$ cat config.mk
export PLATFORM = sky130hd
export DESIGN_NAME = traffic_light_ctrl
export DESIGN_NICKNAME = d
export VERILOG_FILES = /design/src/rtl/traffic_pkg.sv /design/src/rtl/tick_prescaler.sv /design/src/rtl/traffic_light_ctrl.sv
export SDC_FILE = /design/constraint.sdc
export NUM_CORES = 1
export LEC_CHECK = 0
export CAP_MARGIN = 20
export CORE_AREA = 2 2 39 41
export DETAILED_ROUTE_END_ITERATION = 8
export DIE_AREA = 0 0 41 43
export PLACE_DENSITY_LB_ADDON = 0.08
export SETUP_SLACK_MARGIN = 0.15
export SLEW_MARGIN = 20
export SYNTH_ARGS = -nofsm -noshare
export SYNTH_HDL_FRONTEND = slang
export SYNTH_SLANG_ARGS = --single-unit
$ cat constraint.sdc
create_clock -name clk -period 2.5 [get_ports clk]
set_input_delay 0.375 -clock clk [delete_from_list [all_inputs] [get_ports clk]]
set_output_delay 0.375 -clock clk [all_outputs]
set_load 0.01 [all_outputs]
$ cat src/rtl/traffic_pkg.sv
// Shared state encodings, light constants and the fixed phase order of the
// two-approach intersection controller.
package traffic_pkg;

    typedef enum logic [2:0] {
        NSG = 3'd0,
        NSY = 3'd1,
        ARN = 3'd2,
        EWG = 3'd3,
        EWY = 3'd4,
        ARE = 3'd5
    } state_t;

    localparam logic [2:0] RED    = 3'b100;
    localparam logic [2:0] YELLOW = 3'b010;
    localparam logic [2:0] GREEN  = 3'b001;

    // Illegal encodings fall back to NSG so the controller always recovers.
    function automatic state_t next_state(state_t s);
        case (s)
            NSG:     return NSY;
            NSY:     return ARN;
            ARN:     return EWG;
            EWG:     return EWY;
            EWY:     return ARE;
            default: return NSG;
        endcase
    endfunction

endpackage

$ cat src/rtl/tick_prescaler.sv
// Free-running divider producing a one-cycle tick every TICK_DIV clocks;
// the first tick lands TICK_DIV clocks after reset release.
module tick_prescaler #(
    parameter int TICK_DIV = 1
) (
    input  logic clk,
    input  logic rst,
    output logic tick
);

    localparam int W = (TICK_DIV > 1) ? $clog2(TICK_DIV) : 1;

    logic [W-1:0] cnt_q, cnt_d;

    assign tick = (cnt_q == W'(TICK_DIV - 1));

    // NOTE: combinational blocks use blocking '=' and assign every output on
    // every path, so no latch can be inferred.
    always_comb begin
        cnt_d = tick ? '0 : cnt_q + W'(1);
    end

    // NOTE: flops use non-blocking '<=' so every register samples the values
    // from before the edge, independent of block ordering.
    always_ff @(posedge clk or negedge rst) begin
        if (!rst) begin
            cnt_q <= '0;
        end else begin
            cnt_q <= cnt_d;
        end
    end

endmodule

$ cat src/rtl/traffic_light_ctrl.sv
// Six-phase NS/EW traffic light controller with tick-based phase timers,
// optional actuated NS green hold and a latched pedestrian walk request.
module traffic_light_ctrl
    import traffic_pkg::*;
#(
    parameter int GREEN_T  = 10,
    parameter int YELLOW_T = 2,
    parameter int ALLRED_T = 1,
    parameter int TICK_DIV = 1,
    parameter int CNT_W    = 4,
    parameter int ACTUATED = 0
) (
    input  logic             clk,
    input  logic             rst,
    input  logic             ew_sensor,
    input  logic             ped_req,
    output logic [2:0]       NS_light,
    output logic [2:0]       EW_light,
    output logic             walk,
    output logic [CNT_W-1:0] clk_count,
    output logic [2:0]       state
);

    state_t           state_q, state_d;
    logic [CNT_W-1:0] cnt_q, cnt_d;
    logic             req_q, req_d;
    logic             ped_q, ped_d;
    logic             walk_q, walk_d;
    logic             tick;
    logic             advance;

    tick_prescaler #(
        .TICK_DIV(TICK_DIV)
    ) u_tick_prescaler (
        .clk (clk),
        .rst (rst),
        .tick(tick)
    );

    function automatic logic [CNT_W-1:0] dur_of(state_t s);
        case (s)
            NSY, EWY: return CNT_W'(YELLOW_T - 1);
            ARN, ARE: return CNT_W'(ALLRED_T - 1);
            default:  return CNT_W'(GREEN_T - 1);
        endcase
    endfunction

    always_ff @(posedge clk or negedge rst) begin
        if (!rst) begin
            state_q <= NSG;
            cnt_q   <= CNT_W'(GREEN_T - 1);
            req_q   <= 1'b0;
            ped_q   <= 1'b0;
            walk_q  <= 1'b0;
        end else begin
            state_q <= state_d;
            cnt_q   <= cnt_d;
            req_q   <= req_d;
            ped_q   <= ped_d;
            walk_q  <= walk_d;
        end
    end

    always_comb begin
        state_d = state_q;
        cnt_d   = cnt_q;
        req_d   = req_q | ew_sensor | ped_req;
        ped_d   = ped_q | ped_req;
        walk_d  = walk_q;
        advance = 1'b0;

        case (state_q)
            NSG, NSY, ARN, EWG, EWY, ARE: begin
                if (tick) begin
                    if (cnt_q != '0) begin
                        cnt_d = cnt_q - CNT_W'(1);
                    end else if (state_q != NSG || ACTUATED == 0 || req_q) begin
                        advance = 1'b1;
                    end
                end
            end
            default: begin
                state_d = NSG;
                cnt_d   = dur_of(NSG);
            end
        endcase

        // Entering EWG consumes both requests; a same-cycle request is dropped
        // here and re-latched on the following clock if it is still present.
        if (advance) begin
            state_d = next_state(state_q);
            cnt_d   = dur_of(state_d);
            if (state_d == EWG) begin
                req_d  = 1'b0;
                walk_d = ped_q;
                ped_d  = 1'b0;
            end else if (state_d == EWY) begin
                walk_d = 1'b0;
            end
        end
    end

    always_comb begin
        NS_light = RED;
        EW_light = RED;
        case (state_q)
            NSG:     NS_light = GREEN;
            NSY:     NS_light = YELLOW;
            EWG:     EW_light = GREEN;
            EWY:     EW_light = YELLOW;
            default: ;
        endcase
    end

    assign walk      = walk_q;
    assign clk_count = cnt_q;
    assign state     = state_q;

endmodule

* After elaboration in Yosys (flattened, before gate mapping)
Index checks and enable logic that the tools add are counted.
Operators by class: reductions and logical operators 8, $mul 0, $lt $le $gt $ge 0, add/sub/neg operators 2, muxes and demuxes 19, equality and inequality tests 13, bitwise operators 1, div/mod/pow operators 0, shift operators 0
Operator list (number):
- 4-bit two-way mux | 4
- 3-bit case mux with 5 select lines | 1
- 3-bit by 2-bit equality test with 1-bit output (second input constant) | 4
- 3-bit equality test (second input constant) | 4
- 3-bit case mux with 2 select lines | 2
- 3-bit two-way mux | 3
- 1-bit two-way mux | 8
- 4-bit case mux with 2 select lines | 1
- 3-bit by 1-bit equality test with 1-bit output (second input constant) | 2
- 3-bit inequality test (second input constant) | 2
- 6-bit OR reduction | 1
- 2-bit AND reduction | 2
- 4-bit nonzero test | 1
- 2-bit OR reduction | 2
- 4-bit by 1-bit subtractor with 4-bit output (second input constant) | 1
- 3-bit logical NOT | 1
- 2-bit inequality test (second input constant) | 1
- 2-bit nonzero test | 1
- 1-bit adder (second input constant) | 1
- 1-bit OR | 1
Word-level totals: memories kept 0, output and inout bits 14, register bits after elaboration 10, memory bits (read-only) 0, bits in writable memories 0, input bits 4, latch bits 0, logic and storage cells 48

* Depth between registers and ports, before layout
word-level depth 9, mapped depth 5, mapped depth without buffers 5

* Cells and area by module
A second synthesis with hierarchy kept.
Unflattened totals: cells, all modules 61, area, all modules 550.5 um^2
Modules (own cells, without submodules):
- traffic_light_ctrl | times used 1, cells each 59, area an instance 539.3 um^2, sequential area each 227.7 um^2
- tick_prescaler | times used 1, cells each 2, area an instance 11.3 um^2, sequential area each 0.0 um^2

* Worst setup path before layout
OpenSTA, ideal clock, no wires.
path kind register to register, from reg cnt_q[0], in the netlist clk_count[0], to reg cnt_q[3], in the netlist clk_count[3], path buffers 0, period minus slack after synthesis 1.530 ns, arrival 1.447 ns, data required time 2.417 ns, cell stages (with the launch flop) 6, library setup time 0.083 ns, setup slack 0.970 ns, path through dfstp_2 -> inv_1 -> ha_1 -> nor3b_4 -> a21o_1 -> a221o_1
On the way: word-level cells in the longest chain between the ends 6, elaborated cells between the ends (all ways) 12, those cells by class add/sub (1); eq/ne (2); mux (7); reduce/logical (2)
Ends and longest elaborated chain:
- from (decl) | line traffic_light_ctrl.sv:25 | logic [CNT_W-1:0] cnt_q, cnt_d;
- from (signal assigned) | line traffic_light_ctrl.sv:51 | cnt_q <= CNT_W'(GREEN_T - 1);
- from (signal assigned) | line traffic_light_ctrl.sv:57 | cnt_q <= cnt_d;
- parallel branches: the longest is 6 deep, another holds 4-bit by 1-bit subtractor with 4-bit output
Several ways; the timed one is not identified. The select of a mux whose other input is x is not followed. A chain may end at the register's enable or synchronous reset.

* Final worst setup path
from reg state_q[1], in the netlist state[1], to out EW_light[0]
On the way: word-level cells in the longest chain between the ends 2, elaborated cells between the ends (all ways) 3, those cells by class eq/ne (2); mux (1)
Ends and longest elaborated chain:
- from (decl) | line traffic_light_ctrl.sv:24 | state_t state_q, state_d;
- from (signal assigned) | line traffic_light_ctrl.sv:56 | state_q <= state_d;
- 3-bit equality test / 3-bit by 2-bit equality test with 1-bit output (equally long branches) | line traffic_light_ctrl.sv:106 | case (state_q)
- 3-bit case mux with 2 select lines (*) | line traffic_light_ctrl.sv:106
- to (decl) | line traffic_light_ctrl.sv:18 | output logic [2:0] EW_light,
Every way passes the cells marked *; elsewhere a longest branch is shown, timed or not.

==> impl_results.md <==
* Slew HR at 0.716
* Vias in the first global route at 349
* Starting DRT DRC Count at 0
* Vias per cell at 4.94
* Max VDD drop at approximately 210 uV
* Rows at 14
* First-pass GRT wire length at 1560 um
* Cell variety after synth at 27
* Worst-path clk slew at ~0.06 ns
* Setup violators final at 0
* Share of layout cells above drive strength 1 at 0.167
* Max cap viols at 0
* Synth Net Count at 54
* Run status: finished clean
* Diodes inserted at 0
* CP Class: register to primary output
* Final Skew at ~0.0063 ns
* Max-slew violations at 0
* Asr flop ratio synth at 1.00
* Area growth syn-to-layout at 37.0%
* Core Box Area at ~1400 um^2
* Fin area at 699 um^2
* Required @ worst endpoint at 2.12 ns
* Crit share post-route at 0.875
* Die Span X at 41 um
* Area taken by multi-input logic gates at between 200 and 300 um^2
* Die height at about 43 um
* # port buffers at 16
* Drt drc at 0
* Max frequency at ~460 MHz
* WL per Instance at 11.4 um
* CTS Root Cell: clkbuf_4
* Initial DRT Pass Iterations at 1
* Post-Route Utilization at 0.505
* FF+latch count, synth at 9
* Worst-margin pin slew at between 0.4 and 0.5 ns
* Syn Area/Cell at 10.4 um^2
* Crit path from: state[1]
* Sequential-to-total area share from yosys stat at 0.446
* CTS buffer count at 3
* Total gr overflow at 0
* GRT Overall Usage at 0.130
* Worst hold path class: input pin to asynchronous set/reset pin
* Placed Area at ~670 um^2
* Most frequent cells in the layout: clkdlybuf4s50_1 (16), dfrtp_1 (7), nor2_1 (6)
* Die area at 1760 um^2
* Final min period at 2.19 ns
* Main synth FF type: dfrtp_1
* Crit-path max FO at 11
* Reg2reg start: clk_count[0]
* Count of boundary I/O pins at 18
* Worst R2R End: clk_count[3]
* Worst path arrival time at 1.81 ns
* CP startpoint kind: register
* Post-Synthesis Cells at 49
* Hold Vio Cnt, Final at 0
* Clock sink count at 9
* Final wirelength at between 900 and 1000 um
* Routability cong. at approximately 0.67
* ANT nets after route at 0
* RSZ-0062 raised after global routing: no
* Largest net degree at the start of global routing at 13
* Initial Util at 0.369
* Post-CTS setup buffer count at 0
* Post-CTS Hold Buffers at 0
* FF-to-FF path depth at 5
* CTS tree: done
* Clock Latency Late Sink at 0.26 ns
* R2R Setup Slk at 0.93 ns
* Final setup TNS at 0 ns
* Post-CTS resize count at 0
* Fillers at 150
* Fin nets at 72
* H-tree levels at 1
* FF/Latch Area at between 200 and 250 um^2
* Most common cell after layout, fill and taps aside: clkdlybuf4s50_1
* Placed cell count at 78
* Cell area after synthesis at 510 um^2
* Syn. warnings at 0
* Post-synth EDFFs at 0
* CTS Buffer Depth at 2
* Dpl hpwl at 666 um
* Non-Filler Instances at 82
* Initial antenna violation count at 0
* PwrDens at approximately 380 nW/um^2
* Vias at 405
* Static leakage at ~0.31 nW
* Crit end category: primary output
[flip-flops by register name, indices dropped and copies added, names as in the netlist]
name / cells
clk_count: 4
state: 3
ped_q: 1
walk: 1
[worst max-delay path by stage]
stage                   endpoint  slack [ns]  cells after the start
detailed placement   EW_light[0]        0.58                      3
CTS                  EW_light[0]        0.29                      3
floorplan           clk_count[3]        0.97                      5
global placement     EW_light[0]        0.59                      3
global route         EW_light[2]        0.20                      4
finish               EW_light[0]        0.31                      3
[per-stage QoR]
step           hold WS, ns  setup WS (ns)  power [mW]
6_report             0.414          0.313       0.263
5_1_grt              0.437          0.202       0.276
4_1_cts              0.418          0.286       0.269
3_5_place_dp         0.497          0.578       0.154
3_3_place_gp         0.483          0.586       0.155
2_1_floorplan       0.0794          0.970       0.148
[metal layers]
| layer | up-vias | track usage | wire length [um] |
|---|---|---|---|
| met4 | 0 | 0.0800 | 21 |
| li1 | 198 | - | - |
| met2 | 19 | 0.169 | 367 |
| met1 | 186 | 0.187 | 464 |
| met3 | 2 | 0.0314 | 84 |
| met5 | - | 0 | 0 |
[critical path, cell delays in order (launching register included)]
cell and delay, ns:
dfrtp_1 0.54, nor2b_1 0.29, and2_1 0.18, clkdlybuf4s50_1 0.53
[area by class of cell]
| cell class | instances | share of cell area |
|---|---|---|
| Multi-Input combinational cell | 34 | 0.363 |
| Inverter | 3 | 0.0161 |
| Clock buffer | 4 | 0.0376 |
| Sequential cell | 9 | 0.326 |
| Timing Repair Buffer | 16 | 0.229 |
| Tap cell | 16 | 0.0286 |
[synth_stat cells, types with 2 or more instances]
master,n,area share
a21oi_1,2,0.020
a22oi_1,2,0.029
buf_2,2,0.020
dfrtp_1,7,0.34
dfstp_2,2,0.10
inv_1,3,0.022
mux2_4,2,0.059
nor2_1,6,0.044
nor2b_1,3,0.037
xnor2_1,3,0.051
[kinds of logic after synthesis]
| logic type | after synthesis | share of synthesized area |
|---|---|---|
| multiplexers | 2 | 0.0588 |
| adder cells (fa/ha/maj) | 1 | 0.0245 |
| XOR/XNOR | 3 | 0.0515 |
| AO/OA/AOI/OAI | 8 | 0.110 |
| buffers and inverters | 6 | 0.0564 |
| flip-flops | 9 | 0.446 |
| AND/OR/NAND/NOR | 20 | 0.252 |
[report_power, final]
part	switching [mW]	internal, mW
clock network	0.0499	0.0615
registers	0.0000000230	0.146
logic	0.00313	0.00273
total	0.0530	0.210
No activity file was read; power rests on OpenSTA's default activity.
